--- src/rtl/systolic_skew_feeder.sv ---
// Operand feeder for the 16x16 output-stationary array: lane i of A and B is delayed i cycles.
// After k_len slices it streams zeros until every PE sum is final, then pulses done for one cycle.
module systolic_skew_feeder #(
  parameter int DATA_WIDTH = 8,
  parameter int SIZE       = 16,
  parameter int K_WIDTH    = 8,
  parameter int PE_LAT     = 1
) (
  input  logic                       clk,
  input  logic                       rst,
  input  logic                       start,
  input  logic [K_WIDTH-1:0]         k_len,
  input  logic                       in_valid,
  output logic                       in_ready,
  input  logic [SIZE*DATA_WIDTH-1:0] a_col,
  input  logic [SIZE*DATA_WIDTH-1:0] b_row,
  output logic [SIZE*DATA_WIDTH-1:0] left_out,
  output logic [SIZE*DATA_WIDTH-1:0] top_out,
  output logic                       busy,
  output logic                       done
);

  // The last operand pair reaches PE(SIZE-1,SIZE-1) after 2*(SIZE-1) hops; add the PE latency.
  localparam int DRAIN_CYC = 2 * (SIZE - 1) + PE_LAT;
  localparam int DC_W      = $clog2(DRAIN_CYC + 1);

  typedef enum logic [1:0] {
    S_IDLE,
    S_STREAM,
    S_DRAIN,
    S_DONE
  } state_t;

  state_t             state_q, state_d;
  logic [K_WIDTH-1:0] k_len_q, k_len_d;
  logic [K_WIDTH-1:0] beat_cnt_q, beat_cnt_d;
  logic [DC_W-1:0]    drain_cnt_q, drain_cnt_d;
  logic               accept;

  always_ff @(posedge clk) begin
    if (rst) begin
      state_q     <= S_IDLE;
      k_len_q     <= '0;
      beat_cnt_q  <= '0;
      drain_cnt_q <= '0;
    end else begin
      state_q     <= state_d;
      k_len_q     <= k_len_d;
      beat_cnt_q  <= beat_cnt_d;
      drain_cnt_q <= drain_cnt_d;
    end
  end

  always_comb begin
    state_d     = state_q;
    k_len_d     = k_len_q;
    beat_cnt_d  = beat_cnt_q;
    drain_cnt_d = drain_cnt_q;
    in_ready    = 1'b0;
    busy        = 1'b0;
    done        = 1'b0;
    case (state_q)
      S_IDLE: begin
        if (start) begin
          if (k_len != '0) begin
            k_len_d    = k_len;
            beat_cnt_d = '0;
            state_d    = S_STREAM;
          end else begin
            state_d = S_DONE;
          end
        end
      end
      S_STREAM: begin
        in_ready = 1'b1;
        busy     = 1'b1;
        if (in_valid) begin
          beat_cnt_d = beat_cnt_q + K_WIDTH'(1);
          if (beat_cnt_q == k_len_q - K_WIDTH'(1)) begin
            drain_cnt_d = '0;
            state_d     = S_DRAIN;
          end
        end
      end
      S_DRAIN: begin
        busy = 1'b1;
        if (drain_cnt_q == DC_W'(DRAIN_CYC - 1)) begin
          state_d = S_DONE;
        end else begin
          drain_cnt_d = drain_cnt_q + DC_W'(1);
        end
      end
      S_DONE: begin
        done    = 1'b1;
        state_d = S_IDLE;
      end
      default: state_d = S_IDLE;
    endcase
  end

  assign accept = in_valid && in_ready;

  // Idle cycles inject zeros, which the PEs accumulate harmlessly as 0*x.
  for (genvar i = 0; i < SIZE; i++) begin : g_lane
    logic [DATA_WIDTH-1:0] a_q [0:i];
    logic [DATA_WIDTH-1:0] b_q [0:i];
    logic [DATA_WIDTH-1:0] a_d, b_d;

    assign a_d = accept ? a_col[i*DATA_WIDTH +: DATA_WIDTH] : '0;
    assign b_d = accept ? b_row[i*DATA_WIDTH +: DATA_WIDTH] : '0;

    always_ff @(posedge clk) begin
      if (rst) begin
        for (int k = 0; k <= i; k++) begin
          a_q[k] <= '0;
          b_q[k] <= '0;
        end
      end else begin
        a_q[0] <= a_d;
        b_q[0] <= b_d;
        for (int k = 1; k <= i; k++) begin
          a_q[k] <= a_q[k-1];
          b_q[k] <= b_q[k-1];
        end
      end
    end

    assign left_out[i*DATA_WIDTH +: DATA_WIDTH] = a_q[i];
    assign top_out[i*DATA_WIDTH +: DATA_WIDTH]  = b_q[i];
  end

endmodule

--- config.mk ---
export PLATFORM = sky130hd
export DESIGN_NAME = systolic_skew_feeder
export DESIGN_NICKNAME = d
export VERILOG_FILES = /design/src/rtl/systolic_skew_feeder.sv
export SDC_FILE = /design/constraint.sdc
export NUM_CORES = 2
export LEC_CHECK = 0
export CORE_MARGIN = 2
export CORE_UTILIZATION = 65
export DETAILED_ROUTE_END_ITERATION = 12
export DONT_BUFFER_PORTS = 1
export MAX_ROUTING_LAYER = met4
export PLACE_DENSITY = 0.81
export SLEW_MARGIN = 10
export SYNTH_ARGS = -nofsm -noshare
export SYNTH_HDL_FRONTEND = slang
export SYNTH_SLANG_ARGS = --single-unit
--- constraint.sdc ---
create_clock -name clk -period 4.45 [get_ports clk]
set_input_delay 0.6675 -clock clk [delete_from_list [all_inputs] [get_ports clk]]
set_output_delay 0.6675 -clock clk [all_outputs]
set_load 0.05 [all_outputs]
==> results.tsv <==
stage	metric	value	unit
logic_synthesis	Synth cell types	41	
cts	TritonCTS buffer count	193	
timing	clock skew after layout	0.02556	ns
timing	Period Utilization, post-route	81.35	%
setup_path	crit path DAT	4.21	ns
run	Max Cap Viol	0	
logic_synthesis	leading area contributor after synthesis	dfxtp_1	
setup_path	Setup Crit Path Kind	in2reg	
power_and_ir_drop	Lkg Pwr	27.38	nW
setup_path	Critical Path Start Type	input port	
floorplanning	row cnt	112	
run_status	status	completed	
finish	Design Area, Final	67220	um2
timing	final setup fails	0	
timing	final hold violations	0	
global_routing	total track usage	18.42	%
global_routing	gr ovfl total	0	
global_routing	vias in the first global route	26445	
drt	routed len/inst	14.37	um
timing	Slew @ Worst Pin	1.421	ns
logic_synthesis	synthesized area	60850	um2
min_path	min-delay worst type	in2reg	
placed_design	DP Area	60240	um2
power_and_ir_drop	switching share of power	20.28	%
logic_synthesis	ys async rst share	0	%
logic_synthesis	Mapped Nets	5244	
cts	clock insertion delay at the later pin of the skew report	0.75	ns
global_routing	met2 Usage GRT	29.54	%
logic_synthesis	top cells by area, synth	dfxtp_1 (72%), nor2b_1 (20%), and3_1 (2.6%), buf_4 (2.0%), clkbuf_1 (1.7%)	
logic_synthesis	Mapped Cells	4968	
placed_design	DP Cell Count	5790	
drt	Antenna Violating Nets Remaining	0	
global_routing	GR Util met1	20.51	%
floorplanning	die width	310.0	um
power_and_ir_drop	Comb power frac	2.7	%
power_and_ir_drop	Tot Pwr	37.73	mW
timing	TNS Setup	0	ns
drt	initial drt markers	1439	
logic_synthesis	post-synthesis sequential area ratio	72.34	%
timing	fin crit period	3.620	ns
cts	PostCTS Resize Cnt	0	
global_routing	met3 Use GR	7.499	%
global_routing	largest net degree at the start of global routing	1938	
floorplanning	full die area	96080	um2
finish	fin cells	6205	
cts	Clk pin slew, worst setup/hold paths	0.06	ns
setup_path	Critical Path Most Common Cell	buf_16	
power_and_ir_drop	pwr/cell area	561.3	nW/um2
finish	most common cell after layout, fill and taps aside	dfxtp_1	
floorplanning	Ports	527	
power_and_ir_drop	switching pwr	7.651	mW
timing	RSZ-0062 raised after global routing	false	
cts	root buf cell	clkbuf_16	
setup_path	CP max FO	287	
drt	Vias/cell	4.528	
power_and_ir_drop	VDD IR-drop max	0.0004222	V
floorplanning	Initial Util	65.40	%
timing	relative slew slack	5.280	%
timing	Max Clk Rate	276.3	MHz
cts	worst-case clock buffer depth	3	
timing	Min Hold Slack	0.06806	ns
power_and_ir_drop	share of power burned in registers	53.3	%
finish	final net count	5029	
setup_path	required time worst endpoint	5.04	ns
setup_path	Crit. End Element	flip-flop	
global_routing	first-pass GRT wire length	135100	um
setup_path	Worst path slowest cell	buf_16	
logic_synthesis	Yosys top cell area share	72.34	%
cts	clock sink count	2199	
power_and_ir_drop	clock share of power	44.0	%
cts	H-tree levels	4	
global_routing	grt peak-use layer	met2	
finish	most frequent cells in the layout	dfxtp_1 (2,199), nor2b_1 (1,922), and3_1 (257), clkbuf_16 (194), clkbuf_8 (56)	
finish	area occupied by registers	44020	um2
logic_synthesis	Syn. warnings	0	
setup_path	crit-path cells	buf_16, buf_16, buf_16, buf_16, nor2b_1	
finish	multi-input logic area	14530	um2
placed_design	GP Congestion	0.8403	
placed_design	port bufs	0	
finish	Fill cells	6048	
logic_synthesis	Post-synth EDFFs	0	
power_and_ir_drop	P_int	30.08	mW
drt	via count	28098	
placed_design	DP HPWL	48630	um
setup_path	Max stage delay on crit path	0.70	ns
logic_synthesis	Syn Area/Cell	12.25	um2
placed_design	Setup WS pre-CTS	1.784	ns
floorplanning	Core Area	93050	um2
timing	Slew Viols, Final	0	
finish	Layout Utilization	72.24	%
floorplanning	Die Y	310.0	um
finish	Area growth syn-to-layout	10.46	%
drt	router iterations before antenna repair	6	
drt	DRC violations left	0	
finish	share of layout cells above drive strength 1	6.728	%
cts	CTS tree	yes	
logic_synthesis	Most used DFF post-synth	dfxtp_1	
logic_synthesis	Yosys reg bits	2199	
timing	setup slack after layout	0.8301	ns
global_routing	initial antenna violation count	59	
drt	Routed WL	89180	um
==> repair_timing <==
action                    CTS  global route
buffers inserted            0             0
hold endpoints to repair   14            76
hold buffers               14             1
==> kinds of logic after synthesis <==
kind of cell	after synthesis	share of synthesized area, %
fa+ha+maj	8	0.1645
simple gates	2250	23.00
xor+xnor	15	0.2159
flops	2199	72.34
compound gates	45	0.4955
buf+inv	451	3.787
==> synthesized netlist by cell type, types with 3 or more instances <==
library cell,n
dfxtp_1,2199
nor2b_1,1922
clkbuf_1,275
and3_1,257
buf_4,160
nand2_1,18
a21oi_1,16
nor2_1,15
nand3_1,14
inv_1,11
ha_1,8
xor2_1,8
a211oi_1,7
nor3_1,7
xnor2_1,7
nand4_1,6
o21ai_0,6
buf_2,3
o21ai_1,3
==> final timing paths <==
check                      startpoint                endpoint  slack (ns)  depth (start not counted)
setup / recovery                  rst  g_lane[14].b_q[0][106]        0.83                          5
hold / removal              a_col[24]     g_lane[3].a_q[0][0]        0.07                          1
setup reg to reg           state_q[1]           beat_cnt_q[7]        1.81                          8
hold reg to reg   g_lane[9].a_q[5][6]     g_lane[9].a_q[6][6]        0.42                          1
==> metal layers <==
layer / up-vias / part of all wire, %
met2: 650 / 47
li1: 14697 / -
met5: - / 0
met3: 204 / 8.1
met4: 0 / 3.0
met1: 12547 / 42
==> worst max-delay path: cells and delay by family <==
| family | cells | cell delay, ns |
|---|---|---|
| buffers and inverters | 4 | 2.61 |
| and+or+nand+nor | 1 | 0.13 |
==> state kept, by name (all words and copies together) (netlist names) <==
signal	flops
g_lane.a_q	1088
g_lane.b_q	1088
k_len_q	8
state_q	2
drain_cnt_q	5
beat_cnt_q	8
==> power by group through the flow <==
stage	clock network [mW]	logic [mW]	registers, mW
2_1_floorplan	0	0.875	20.5
3_3_place_gp	0	0.737	20.5
3_5_place_dp	0	0.762	20.5
4_1_cts	17.0	0.779	20.1
5_1_grt	17.8	1.15	20.1
6_report	16.6	1.03	20.1
==> area by class of cell <==
cell class | count | share of cell area, %
Tap cell | 1254 | 2.334
Timing Repair Buffer | 29 | 0.6329
Antenna cell | 46 | 0.1712
Multi-Input combinational cell | 2318 | 21.61
Sequential cell | 2199 | 65.49
Inverter | 12 | 0.07445
Clock inverter | 58 | 1.096
Clock buffer | 289 | 8.586
Power figures use the tool's default switching activity.
